[src/rtl/inst_fetch_pkg.sv]
// Shared types and defaults for the instruction-fetch stage.
package inst_fetch_pkg;

    localparam int          INST_ADDR_WIDTH = 32;
    localparam int          INST_WIDTH      = 32;
    localparam logic [31:0] RESET_PC_DEF    = 32'h8000_0000;

    typedef enum logic [1:0] {
        S_REQ  = 2'd0,
        S_WAIT = 2'd1,
        S_HOLD = 2'd2,
        S_HALT = 2'd3
    } if_state_e;

    typedef enum logic [1:0] {
        PC_HOLD  = 2'd0,
        PC_INC   = 2'd1,
        PC_REDIR = 2'd2
    } pc_sel_e;

endpackage

[src/rtl/inst_fetch_pc_reg.sv]
// Program counter with next-PC mux: hold, sequential +4 (wrapping) or word-aligned redirect.
module inst_fetch_pc_reg
    import inst_fetch_pkg::*;
#(
    parameter int                ADDR_W   = INST_ADDR_WIDTH,
    parameter logic [ADDR_W-1:0] RESET_PC = ADDR_W'(RESET_PC_DEF)
) (
    input  logic              clk,
    input  logic              rst,
    input  pc_sel_e           sel_i,
    input  logic [ADDR_W-1:0] redirect_pc_i,
    output logic [ADDR_W-1:0] pc_o
);

    logic [ADDR_W-1:0] pc_q, pc_d;

    always_comb begin
        pc_d = pc_q;
        case (sel_i)
            PC_INC:   pc_d = pc_q + ADDR_W'(4);
            PC_REDIR: pc_d = redirect_pc_i & ~ADDR_W'(3);
            default:  pc_d = pc_q;
        endcase
    end

    always_ff @(posedge clk or posedge rst) begin
        if (rst) pc_q <= RESET_PC;
        else     pc_q <= pc_d;
    end

    assign pc_o = pc_q;

endmodule

[src/rtl/inst_fetch.sv]
// Fetch stage: one outstanding imem read, registered hand-off to decode,
// redirect squash via a drop flag, and a sticky halt on ebreak.
module inst_fetch
    import inst_fetch_pkg::*;
#(
    parameter int                ADDR_W   = INST_ADDR_WIDTH,
    parameter int                INST_W   = INST_WIDTH,
    parameter logic [ADDR_W-1:0] RESET_PC = ADDR_W'(RESET_PC_DEF)
) (
    input  logic              clk,
    input  logic              rst,
    output logic              imem_req_valid,
    input  logic              imem_req_ready,
    output logic [ADDR_W-1:0] imem_req_addr,
    input  logic              imem_resp_valid,
    input  logic [INST_W-1:0] imem_resp_data,
    output logic              id_valid_o,
    input  logic              id_ready_i,
    output logic [ADDR_W-1:0] pc_o,
    output logic [INST_W-1:0] inst_o,
    input  logic              redirect_i,
    input  logic [ADDR_W-1:0] redirect_pc_i,
    input  logic              halt_i,
    output logic              halted_o
);

    if_state_e         state_q, state_d;
    logic              drop_q, drop_d;
    logic              latch;
    pc_sel_e           pc_sel;
    logic [ADDR_W-1:0] pc;
    logic [ADDR_W-1:0] pc_out_q;
    logic [INST_W-1:0] inst_q;
    logic              req_fire, consume;

    inst_fetch_pc_reg #(.ADDR_W(ADDR_W), .RESET_PC(RESET_PC)) u_pc (
        .clk           (clk),
        .rst           (rst),
        .sel_i         (pc_sel),
        .redirect_pc_i (redirect_pc_i),
        .pc_o          (pc)
    );

    assign imem_req_valid = (state_q == S_REQ) & ~rst;
    assign imem_req_addr  = pc;
    assign id_valid_o     = (state_q == S_HOLD);
    assign halted_o       = (state_q == S_HALT);
    assign pc_o           = pc_out_q;
    assign inst_o         = inst_q;

    assign req_fire = imem_req_valid & imem_req_ready;
    assign consume  = id_valid_o & id_ready_i;

    always_comb begin
        state_d = state_q;
        drop_d  = drop_q;
        pc_sel  = PC_HOLD;
        latch   = 1'b0;
        case (state_q)
            S_REQ: begin
                if (redirect_i) pc_sel = PC_REDIR;
                if (req_fire) begin
                    state_d = S_WAIT;
                    drop_d  = redirect_i;
                end
            end
            S_WAIT: begin
                if (redirect_i) pc_sel = PC_REDIR;
                if (imem_resp_valid) begin
                    drop_d = 1'b0;
                    if (drop_q || redirect_i) begin
                        state_d = S_REQ;
                    end else begin
                        latch   = 1'b1;
                        state_d = S_HOLD;
                    end
                end else if (redirect_i) begin
                    drop_d = 1'b1;
                end
            end
            S_HOLD: begin
                // A consumed ebreak wins over any redirect in the same cycle.
                if (consume && halt_i) begin
                    state_d = S_HALT;
                end else if (redirect_i) begin
                    pc_sel  = PC_REDIR;
                    state_d = S_REQ;
                end else if (consume) begin
                    pc_sel  = PC_INC;
                    state_d = S_REQ;
                end
            end
            S_HALT:  state_d = S_HALT;
            default: state_d = S_REQ;
        endcase
    end

    always_ff @(posedge clk or posedge rst) begin
        if (rst) begin
            state_q  <= S_REQ;
            drop_q   <= 1'b0;
            pc_out_q <= RESET_PC;
            inst_q   <= '0;
        end else begin
            state_q <= state_d;
            drop_q  <= drop_d;
            if (latch) begin
                pc_out_q <= pc;
                inst_q   <= imem_resp_data;
            end
        end
    end

endmodule
[config.mk]
export PLATFORM = sky130hd
export DESIGN_NAME = inst_fetch
export DESIGN_NICKNAME = d
export VERILOG_FILES = /design/src/rtl/inst_fetch_pkg.sv /design/src/rtl/inst_fetch_pc_reg.sv /design/src/rtl/inst_fetch.sv
export SDC_FILE = /design/constraint.sdc
export NUM_CORES = 1
export LEC_CHECK = 0
export CAP_MARGIN = 25
export CORE_ASPECT_RATIO = 1.5
export CORE_MARGIN = 5
export CORE_UTILIZATION = 45
export CTS_BUF_LIST = sky130_fd_sc_hd__clkbuf_8 sky130_fd_sc_hd__clkbuf_16
export CTS_CLUSTER_DIAMETER = 50
export DETAILED_ROUTE_END_ITERATION = 12
export GPL_TIMING_DRIVEN = 1
export HOLD_SLACK_MARGIN = 0.12
export PLACE_DENSITY = 0.81
export SKIP_LAST_GASP = 1
export SYNTH_ARGS = -nofsm -noshare
export SYNTH_HDL_FRONTEND = slang
export SYNTH_SLANG_ARGS = --single-unit
[constraint.sdc]
create_clock -name clk -period 7.1 [get_ports clk]
set_input_delay 1.42 -clock clk [delete_from_list [all_inputs] [get_ports clk]]
set_output_delay 1.42 -clock clk [all_outputs]
set_load 0.02 [all_outputs]
Word level (Yosys, flattened, before mapping)
Cells that the tools add are included.
{"block": "classes", "n_addsub": 1, "n_eq_ne": 9, "muxes": 20, "n_bitwise": 4, "reduce_logical": 8}
{"cell": "32-bit one-hot mux with 2 select lines", "count": 1}
{"cell": "32-bit by 3-bit adder with 32-bit output, second input constant", "count": 1}
{"cell": "2-bit 2-to-1 mux", "count": 9}
{"cell": "2-bit one-hot mux with 4 select lines", "count": 1}
{"cell": "1-bit 2-to-1 mux", "count": 7}
{"cell": "2-bit equality test, second input constant", "count": 3}
{"cell": "3-bit AND reduction", "count": 2}
{"cell": "2-bit by 1-bit equality test with 1-bit output, second input constant", "count": 2}
{"cell": "2-bit inequality test, second input constant", "count": 2}
{"cell": "4-bit by 1-bit inequality test with 1-bit output, second input constant", "count": 1}
{"cell": "2-bit one-hot mux with 2 select lines", "count": 1}
{"cell": "2-bit nonzero test", "count": 2}
{"cell": "1-bit bitwise AND", "count": 3}
{"cell": "3-bit inequality test, second input constant", "count": 1}
{"cell": "2-bit zero test", "count": 1}
{"cell": "1-bit one-hot mux with 2 select lines", "count": 1}
{"cell": "2-bit OR reduction", "count": 1}
{"cell": "1-bit logical AND", "count": 1}
{"cell": "1-bit logical OR", "count": 1}
{"cell": "1-bit NOT", "count": 1}
{"block": "totals", "register_bits": 99, "output_inout_bits": 99, "word_cells": 47}

Longest topological paths before layout
Gate-level depths: netlist of the first run.
{"block": "depth", "ltp_word": 8, "ltp_mapped": 10, "depth_no_buf": 8}

Modules after synthesis
A second synthesis of the first run with hierarchy kept.
{"block": "hier_totals", "cells_unflattened": 409, "hier_area_um2": 4828.4}
{"mod": "inst_fetch", "instances": 1, "cells_per_inst": 161, "area_per_inst_um2": 2773.9}
{"mod": "inst_fetch_pc_reg", "instances": 1, "cells_per_inst": 248, "area_per_inst_um2": 2054.5}

Worst setup path before layout of the first run
No wires, ideal clock.
{"block": "synth_timing", "path_type": "in2out", "from": "input port rst", "to": "output port imem_req_valid", "arrival_time_ns": 1.875, "t_required_ns": 5.680, "path_slack_ns": 3.805, "stages": 1, "cell_sequence": "nor3_1"}
{"block": "synth_between", "elab_chain_cells": 2}
{"item": "start, declared", "line": "inst_fetch.sv:11", "text": "input logic rst,"}
{"item": "1-bit NOT", "line": "inst_fetch.sv:44", "text": "assign imem_req_valid = (state_q == S_REQ) & ~rst;"}
{"item": "1-bit bitwise AND", "line": "inst_fetch.sv:44"}
{"item": "end, declared", "line": "inst_fetch.sv:12", "text": "output logic imem_req_valid,"}
No other way between the ends.

Final worst setup path of the first run
Ends and elaborated chain as after synthesis.

==> results of run 1 <==
-- critical path: stages --
cell and delay, ns:
clkdlybuf4s50_1 0.48, nor3_1 0.16, clkdlybuf4s50_1 0.63
-- cell usage in the layout (no fill, tap or decap), drive strengths merged, types with 6 or more instances in the layout --
cell type	netlist	routed
clkdlybuf4s50	0	163
dfrtp	93	93
mux2	63	63
nand2	24	24
o21ai	22	22
nor2	19	19
nand3	15	15
nor3	11	11
a21oi	10	10
inv	8	10
clkbuf	14	9
nand4	8	8
and4	6	6
and3	6	6
-- layer usage --
| layer | wire length [um] | vias up | part of all wire, % |
|---|---|---|---|
| met1 | 4780 | 1934 | 38 |
| met3 | 827 | 32 | 6.5 |
| li1 | - | 1801 | - |
| met5 | 0 | - | 0 |
| met4 | 442 | 0 | 3.5 |
| met2 | 6700 | 169 | 53 |
-- final cells by class --
type	count	area [um2]
Sequential cell	95	2380
Tap cell	117	146
Timing Repair Buffer	168	1670
Clock buffer	9	225
Inverter	8	32.5
Fill cell	802	3510
Clock inverter	7	50.0
Multi-Input combinational cell	270	2010
-- registers in the layout, indices dropped and copies added (netlist names) --
signal     flops
inst_o        32
pc_o          30
u_pc.pc_o     30
state_q        2
drop_q         1
-- logic make-up after synthesis --
kind of cell               count (synthesis)  share of synthesized area [%]
AOI/OAI and AO/OA                         83                           12.8
adders and majority gates                  2                          0.547
buffers and inverters                     42                           4.43
DFF                                       95                           52.0
muxes                                     64                           15.7
other                                      1                         0.0819
and+or+nand+nor                          117                           14.4
-- worst min path at each step --
| stage | cells after the start | slack (ns) | start | to |
|---|---|---|---|---|
| 6_report | 1 | 0.49 | pc_o[13] | pc_o[13] |
| 5_1_grt | 1 | 0.51 | pc_o[17] | pc_o[17] |
| 4_1_cts | 1 | 0.49 | pc_o[13] | pc_o[13] |
| 3_5_place_dp | 1 | 0.48 | pc_o[13] | pc_o[13] |
| 3_3_place_gp | 1 | 0.47 | pc_o[13] | pc_o[13] |
| 2_1_floorplan | 2 | 0.58 | u_pc.pc_o[31] | u_pc.pc_o[31] |
-- report_power, final --
| part | total [mW] | leakage (nW) | switching (mW) | internal, mW |
|---|---|---|---|---|
| sequential | 1.07 | 1.13 | 0.263 | 0.810 |
| clock | 0.452 | 0.133 | 0.214 | 0.238 |
| combinational | 1.46 | 1.32 | 0.708 | 0.748 |
-- stage by stage --
step | utilization [%] | setup WS, ns | cells | instance area [um2] | power, mW
after floorplan | - | 3.21 | 407 | 4590 | 1.82
after global placement | 62.1 | 2.52 | 657 | 6230 | 2.49
after detailed placement | 62.1 | 2.41 | 657 | 6230 | 2.54
after CTS | 64.9 | 2.76 | 673 | 6500 | 3.00
after global routing | 64.9 | 2.89 | 674 | 6510 | 3.16
final | 64.9 | 2.99 | 674 | 6510 | 2.98
==> reports/results.ini, run 1 <==
[run_status]
status=finished, final reports clean

[die]
floorplan.die_area_um2=12300
core_um2=10000
die_x_um=92.3
die_height_um=134
floorplan.initialDensity_pct=45.7
core.rowCount=45
io_pins=170

[route]
routed_wire_length_per_instance_um=18.9
firstDrtPassIters=4
remaining_drc_errors=0
routed-via-count=3936
final_antenna_violating_net_count=0
avgViaCountPerCell=5.84
detail_route.iter0.violations=236
routed_wirelength_um=12800

[cts]
cts.htree.levels=3
tritoncts_clock_tree=done
worstSkewPairLatency_ns=0.35
holdBufCountCts=0
postCtsResizedCells=0
postCtsSetupBuffers=0
cts-buffers-inserted=9
clock_sink_count=95
cts-root-to-sink-buffers=2
clk_pin_slew_ns=0.07
clock-root-buffer=clkbuf_16

[grt]
grt_pass1_wl_um=20700
globalRouteMet1Util_pct=24.6
gr_overflow_total=0
gr-usage-met3_pct=5.31
antenna_violations_before_repair=0
top_usage_layer=met2
globalRouteMet2Util_pct=35.4
globalRouteTotalUtil_pct=21.0
grt_start_max_net_pins=65
first_global_vias=4098

[synthesis]
yosysWarningCount=0
yosysMostFrequentCell=dfrtp_1
synthDominantAreaCellType=dfrtp_1
asr_flop_ratio_synth_pct=100
synth_ff_type=dfrtp_1
number_of_enable_flip_flop_cells_after_synthesis=0
synthDominantCellAreaShare_pct=50.8
syn_avg_cell_area_um2=11.3
synth.lib_cells_used.distinct=57
post_synth_instance_area_um2=4580
ys_ff_latch=95
part_of_the_yosys_area_used_for_sequential_elements_pct=52.0
synth_commonest_cells=dfrtp_1, mux2_2, nand2_1
ys_top_cells_by_area=dfrtp_1, mux2_2, o21ai_0
netlist_instances=404

[cells_and_area]
design.final.nets=625
antenna_cells=0
area_growth_syn_to_layout_pct=42.2
fraction_of_final_layout_cells_with_drive_strength_greater_than_1_pct=15.8

[setup_path]
endpoint_kind=output port
timing.rr.end=u_pc.pc_o[16]
regToRegSetupSlack_ns=4.19
critical_path.startpoint_type=input pin
worst_path_max_fanout=3
worstPathRequired_ns=5.68
critical_path_class=in2out
worst_reg2reg_startpoint=state_q[0]
setup.worst_path.end=imem_req_valid
worst_r2r_path_depth=9
crit_start=rst
critical_path_arrival_ns=2.69

[timing]
clock.fmax_ghz=0.243
slew-limit-headroom_pct=45.2
final-setup-viol-count=0
rsz_0062_raised_after_global_routing=false
holdWs_ns=0.491
report.final.hold_viol_count=0
finalMaxSlewViolations=0
period_share_pct=57.9
fin_crit_ns=4.11
worstMarginPinSlew_ns=0.822
totalNegativeSetupSlack_ns=0
finalClockSkew_ns=0.00898

[power]
power.ir.vdd_worst_mv=0.272
power.static_leakage_nw=2.58
power_density_nw_per_um2=458

[placement]
gp_congestion=0.804
numPortBuffers=163
dp_hpwl_um=8970

[min_path]
min_path_type=reg2reg

[flow_run]
max_cap_viols=0

Note: power is estimated with default switching activity, not from simulation.
==> inputs of run 2 (changes only) <==
==> constraint.sdc (replaced) <==
create_clock -name clk -period 3.8 [get_ports clk]
set_input_delay 0.76 -clock clk [delete_from_list [all_inputs] [get_ports clk]]
set_output_delay 0.76 -clock clk [all_outputs]
set_load 0.02 [all_outputs]
==> reports/results.ini, run 2 (synthesis results as in run 1) <==
[run_status]
status=finished, final reports clean  ; unchanged

[route]
routed_wire_length_per_instance_um=18.7  ; was 18.9 um
detail_route.iter0.violations=330  ; was 236
routed-via-count=3930  ; was 3936
firstDrtPassIters=5  ; was 4
final_antenna_violating_net_count=0  ; unchanged
remaining_drc_errors=0  ; unchanged
avgViaCountPerCell=5.81  ; was 5.84
routed_wirelength_um=12700  ; was 12800 um

[setup_path]
cpMostUsedCell=nand2_1  ; was clkdlybuf4s50_1
crit_start=id_ready_i  ; was rst
critical_path.startpoint_type=input pin  ; unchanged
max_stage_delay_ns=0.51  ; was 0.63 ns
worstPathRequired_ns=4.02  ; was 5.68 ns
worst_reg2reg_startpoint=state_q[1]  ; was state_q[0]
worst_path_max_delay_cell=clkdlybuf4s50_1  ; unchanged
endpoint_kind=flip-flop  ; was output port
critical_path_class=in2reg  ; was in2out
worst_path_max_fanout=15  ; was 3
path_cells=clkdlybuf4s50_1, a21o_1, nand2_1, and2_1, ha_1, inv_1, nand2_1, o311a_1, a211o_1  ; was clkdlybuf4s50_1, nor3_1, clkdlybuf4s50_1
cpLargestDelayFamily=buffers and inverters  ; unchanged
worstPathBufferInverterCount=2  ; unchanged
critical_path_arrival_ns=3.37  ; was 2.69 ns

[cts]
cts.htree.levels=3  ; unchanged
clock_sink_count=95  ; unchanged
clk_pin_slew_ns=0.06  ; was 0.07 ns
cts-root-to-sink-buffers=2  ; unchanged
postCtsResizedCells=0  ; unchanged
postCtsSetupBuffers=0  ; unchanged
worstSkewPairLatency_ns=0.34  ; was 0.35 ns
tritoncts_clock_tree=done  ; unchanged
clock-root-buffer=clkbuf_16  ; unchanged
holdBufCountCts=0  ; unchanged
cts-buffers-inserted=9  ; unchanged

[timing]
report.final.hold_viol_count=0  ; unchanged
worstMarginPinSlew_ns=0.798  ; was 0.822 ns
totalNegativeSetupSlack_ns=0  ; unchanged
final-setup-viol-count=0  ; unchanged
rsz_0062_raised_after_global_routing=false  ; unchanged
final_worst_path_setup_slack_ns=0.651  ; was 2.99 ns
slew-limit-headroom_pct=46.8  ; was 45.2%
holdWs_ns=0.490  ; was 0.491 ns
finalClockSkew_ns=0.00672  ; was 0.00898 ns
clock.fmax_ghz=0.318
finalMaxSlewViolations=0  ; unchanged
fin_crit_ns=3.15
period_share_pct=82.9

[cells_and_area]
mostFrequentLayoutCells=clkdlybuf4s50_1, dfrtp_1, mux2_2  ; unchanged
layout.filler_cells=794  ; was 802
area_growth_syn_to_layout_pct=44.2  ; was 42.2%
flip_flop_count_of_the_largest_register_all_copies_and_words_added=32  ; unchanged
antenna_cells=0  ; unchanged
mostFrequentLayoutCell=clkdlybuf4s50_1  ; unchanged
fraction_of_final_layout_cells_with_drive_strength_greater_than_1_pct=16.3  ; was 15.8%
design_area_um2=6600  ; was 6510 um2
design.final.nets=629  ; was 625
finish.utilization_pct=65.8  ; was 64.9%

[min_path]
min_path_type=reg2reg  ; unchanged
holdCritStartpoint=inst_o[15]  ; was pc_o[13]

[placement]
dpl-instance-area_um2=6260  ; was 6230 um2
numPortBuffers=163  ; unchanged
placement.setup.worst_slack_ns=0.355  ; was 2.41 ns
dp_hpwl_um=9020  ; was 8970 um
gp_congestion=0.831  ; was 0.804

[grt]
first_global_vias=4041  ; was 4098
antenna_violations_before_repair=0  ; unchanged
grt_start_max_net_pins=63  ; was 65
globalRouteTotalUtil_pct=20.9  ; was 21.0%
gr_overflow_total=0  ; unchanged
grt_pass1_wl_um=20700  ; about the same

[power]
power_density_nw_per_um2=872  ; was 458 nW/um2
power.ir.vdd_worst_mv=0.479  ; was 0.272 mV
power.static_leakage_nw=2.63  ; was 2.58 nW

[die]
die_x_um=92.3  ; unchanged
floorplan.initialDensity_pct=45.7  ; unchanged
io_pins=170  ; unchanged
core.rowCount=45  ; unchanged
core_um2=10000  ; unchanged
die_height_um=134  ; unchanged
floorplan.die_area_um2=12300  ; unchanged

[flow_run]
max_cap_viols=0  ; unchanged

## run 2: worst paths after layout
kind                       slack (ns)       endpoint  cells past startpoint
setup / recovery                 0.65  u_pc.pc_o[24]                      9
hold / removal                   0.49     inst_o[15]                      1
setup reg to reg                 1.06  u_pc.pc_o[24]                      7
hold reg to reg                  0.49     inst_o[15]                      1
max in group asynchronous        2.07     inst_o[18]                      3
min in group asynchronous        0.95       pc_o[24]                      2
## run 2: final cells by class
type	instances	area (um2)	share of cell area (%)
Inverter	8	32.5	0.493
Tap cell	117	146	2.22
Sequential cell	95	2380	36.1
Timing Repair Buffer	172	1700	25.7
Clock inverter	6	110	1.67
Clock buffer	9	225	3.41
Multi-Input combinational cell	270	2010	30.4
## run 2: power breakdown
group          total (mW)  internal, mW  switching [mW]  leakage [nW]
combinational        2.74          1.41            1.33          1.34
clock                1.01         0.639           0.376         0.163
sequential           2.00          1.51           0.488          1.13
## run 2: routing by layer
metal  track usage [%]  share of wire (%)
met1              24.4                 37
met4              10.6                3.7
met5                 0                  0
met2              35.4                 52
met3              4.97                6.8
## run 2: stage by stage
step	power, mW	instances
floorplan	3.40	407
global placement	4.66	662
detailed placement	4.76	662
CTS	5.80	677
global route	6.08	677
finish	5.76	677
==> inputs of run 3 (changes only) <==
==> constraint.sdc (replaced) <==
create_clock -name clk -period 3 [get_ports clk]
set_input_delay 0.6 -clock clk [delete_from_list [all_inputs] [get_ports clk]]
set_output_delay 0.6 -clock clk [all_outputs]
set_load 0.02 [all_outputs]
==> reports/results.ini, run 3 (synthesis results as in run 1) <==
[die]
core.rowCount=45  ; unchanged
die_height_um=134  ; unchanged
core_um2=10000  ; unchanged
floorplan.initialDensity_pct=45.7  ; unchanged
io_pins=170  ; unchanged
floorplan.die_area_um2=12300  ; unchanged
die_x_um=92.3  ; unchanged

[placement]
dpl-instance-area_um2=6350  ; was 6260 um2
gp_congestion=0.826  ; was 0.831
dp_hpwl_um=9290  ; was 9020 um
numPortBuffers=163  ; unchanged
placed_cells_incl_taps=668  ; was 662

[timing]
period_share_pct=88.3
worstMarginPinSlew_ns=0.719  ; was 0.798 ns
final-setup-viol-count=0  ; unchanged
finalMaxSlewViolations=0  ; unchanged
finalClockSkew_ns=0.00735  ; was 0.00672 ns
clock.fmax_ghz=0.378
fin_crit_ns=2.65
slew-limit-headroom_pct=52.0  ; was 46.8%
rsz_0062_raised_after_global_routing=false  ; unchanged
totalNegativeSetupSlack_ns=0  ; unchanged
report.final.hold_viol_count=0  ; unchanged

[setup_path]
timing.rr.end=u_pc.pc_o[21]  ; was u_pc.pc_o[24]
critical_path_class=in2reg  ; unchanged
worst_path_max_delay_cell=or4b_2  ; was clkdlybuf4s50_1
worst_r2r_path_depth=6  ; was 7
regToRegSetupSlack_ns=0.60  ; was 1.06 ns
max_stage_delay_ns=0.70  ; was 0.51 ns
path_cells=clkdlybuf4s50_1, a21o_1, nand2_1, and2_1, ha_1, or4b_2, o32ai_1, a21oi_1  ; was clkdlybuf4s50_1, a21o_1, nand2_1, and2_1, ha_1, inv_1, nand2_1, o311a_1, a211o_1
endpoint_kind=flip-flop  ; unchanged
critical_path_arrival_ns=2.86  ; was 3.37 ns
critical_path.startpoint_type=input pin  ; unchanged
worst_path_max_fanout=5  ; was 15
worst_reg2reg_startpoint=state_q[1]  ; unchanged
worstPathRequired_ns=3.22  ; was 4.02 ns

[cts]
postCtsSetupBuffers=0  ; unchanged
cts.htree.levels=3  ; unchanged
worstSkewPairLatency_ns=0.34  ; about the same
postCtsResizedCells=0  ; unchanged
clk_pin_slew_ns=0.06  ; about the same
cts-buffers-inserted=9  ; unchanged
tritoncts_clock_tree=done  ; unchanged
holdBufCountCts=0  ; unchanged
clock_sink_count=95  ; unchanged
cts-root-to-sink-buffers=2  ; unchanged
clock-root-buffer=clkbuf_16  ; unchanged

[min_path]
hold_path_end=pc_o[14]  ; was inst_o[15]
min_path_type=reg2reg  ; unchanged
holdCritStartpoint=pc_o[14]  ; was inst_o[15]
whs_path_depth=1  ; unchanged

[cells_and_area]
antenna_cells=0  ; unchanged
area_growth_syn_to_layout_pct=44.5  ; was 44.2%
mostFrequentLayoutCell=clkdlybuf4s50_1  ; unchanged
mostFrequentLayoutCells=clkdlybuf4s50_1, dfrtp_1, mux2_2  ; unchanged
design_area_um2=6610  ; was 6600 um2
instances_no_fill=683  ; was 677
fraction_of_final_layout_cells_with_drive_strength_greater_than_1_pct=17.0  ; was 16.3%
flip_flop_count_of_the_largest_register_all_copies_and_words_added=32  ; unchanged
multi_input_comb_area_um2=2010  ; unchanged
sequential_standard_cell_area_um2=2380  ; unchanged
design.final.nets=635  ; was 629
layout.filler_cells=795  ; was 794

[grt]
grt_start_max_net_pins=44  ; was 63
gr_overflow_total=0  ; unchanged
antenna_violations_before_repair=0  ; unchanged
first_global_vias=4014  ; was 4041
grt_pass1_wl_um=20800  ; was 20700 um
globalRouteTotalUtil_pct=21.2  ; was 20.9%

[route]
remaining_drc_errors=0  ; unchanged
routed-via-count=3940  ; was 3930
avgViaCountPerCell=5.77  ; was 5.81
firstDrtPassIters=5  ; unchanged
final_antenna_violating_net_count=0  ; unchanged
detail_route.iter0.violations=285  ; was 330
routed_wirelength_um=12600  ; was 12700 um
routed_wire_length_per_instance_um=18.5  ; was 18.7 um

[power]
power_density_nw_per_um2=1070  ; was 872 nW/um2
power.ir.vdd_worst_mv=0.612  ; was 0.479 mV
power.static_leakage_nw=2.64  ; was 2.63 nW

[run_status]
status=finished, final reports clean  ; unchanged

[flow_run]
max_cap_viols=0  ; unchanged

[run 3: changes by cell type in the layout (fill, tap and decap cells not counted), sizes merged]
cell and delta:
clkinvlp +2, clkinv +1, inv -1, bufinv -3, buf +6, clkbuf +1
[run 3: how the worst max path moves through the flow]
stage,to,slack [ns],cells past startpoint,startpoint
3_3_place_gp,u_pc.pc_o[21],0.06,8,id_ready_i
4_1_cts,u_pc.pc_o[21],0.36,8,id_ready_i
2_1_floorplan,u_pc.pc_o[21],0.44,7,state_q[1]
6_report,u_pc.pc_o[21],0.35,8,id_ready_i
5_1_grt,u_pc.pc_o[21],0.21,8,id_ready_i
3_5_place_dp,u_pc.pc_o[21],0.01,8,id_ready_i
[run 3: where the power goes]
| part | total (mW) | internal [mW] | switching, mW | leakage, nW |
|---|---|---|---|---|
| Clock | 1.03 | 0.572 | 0.460 | 0.133 |
| Sequential | 2.54 | 1.92 | 0.620 | 1.13 |
| Combinational | 3.49 | 1.81 | 1.68 | 1.38 |
| Total | 7.06 | 4.30 | 2.76 | 2.64 |
[run 3: cell type report]
cell class / instances / area share (%)
Timing Repair Buffer: 178 / 26.9
Tap cell: 117 / 2.21
Clock inverter: 5 / 0.416
Inverter: 8 / 0.511
Sequential cell: 95 / 36.0
Clock buffer: 10 / 3.61
Multi-Input combinational cell: 270 / 30.3
[run 3: per-stage QoR]
step / power [mW] / setup slack [ns] / util [%] / hold slack [ns]
after floorplan: 4.31 / 0.439 / - / 0.579
after global placement: 5.94 / 0.0591 / 63.3 / 0.469
after detailed placement: 6.07 / 0.0124 / 63.3 / 0.488
after CTS: 7.13 / 0.358 / 66.0 / 0.502
after global routing: 7.48 / 0.208 / 66.0 / 0.524
final: 7.06 / 0.352 / 66.0 / 0.499
[run 3: routing by layer]
| metal | vias to the layer above | wire, um | global-route usage, % |
|---|---|---|---|
| li1 | 1823 | - | - |
| met1 | 1932 | 4820 | 25.8 |
| met2 | 167 | 6690 | 36.3 |
| met3 | 18 | 890 | 5.42 |
| met4 | 0 | 245 | 7.11 |
| met5 | - | 0 | 0 |
[run 3: worst max-delay path: cells and delay by family]
family | cells | cell delay (ns)
simple gates | 3 | 0.94
buf+inv | 1 | 0.50
compound gates | 3 | 0.45
fa+ha+maj | 1 | 0.37
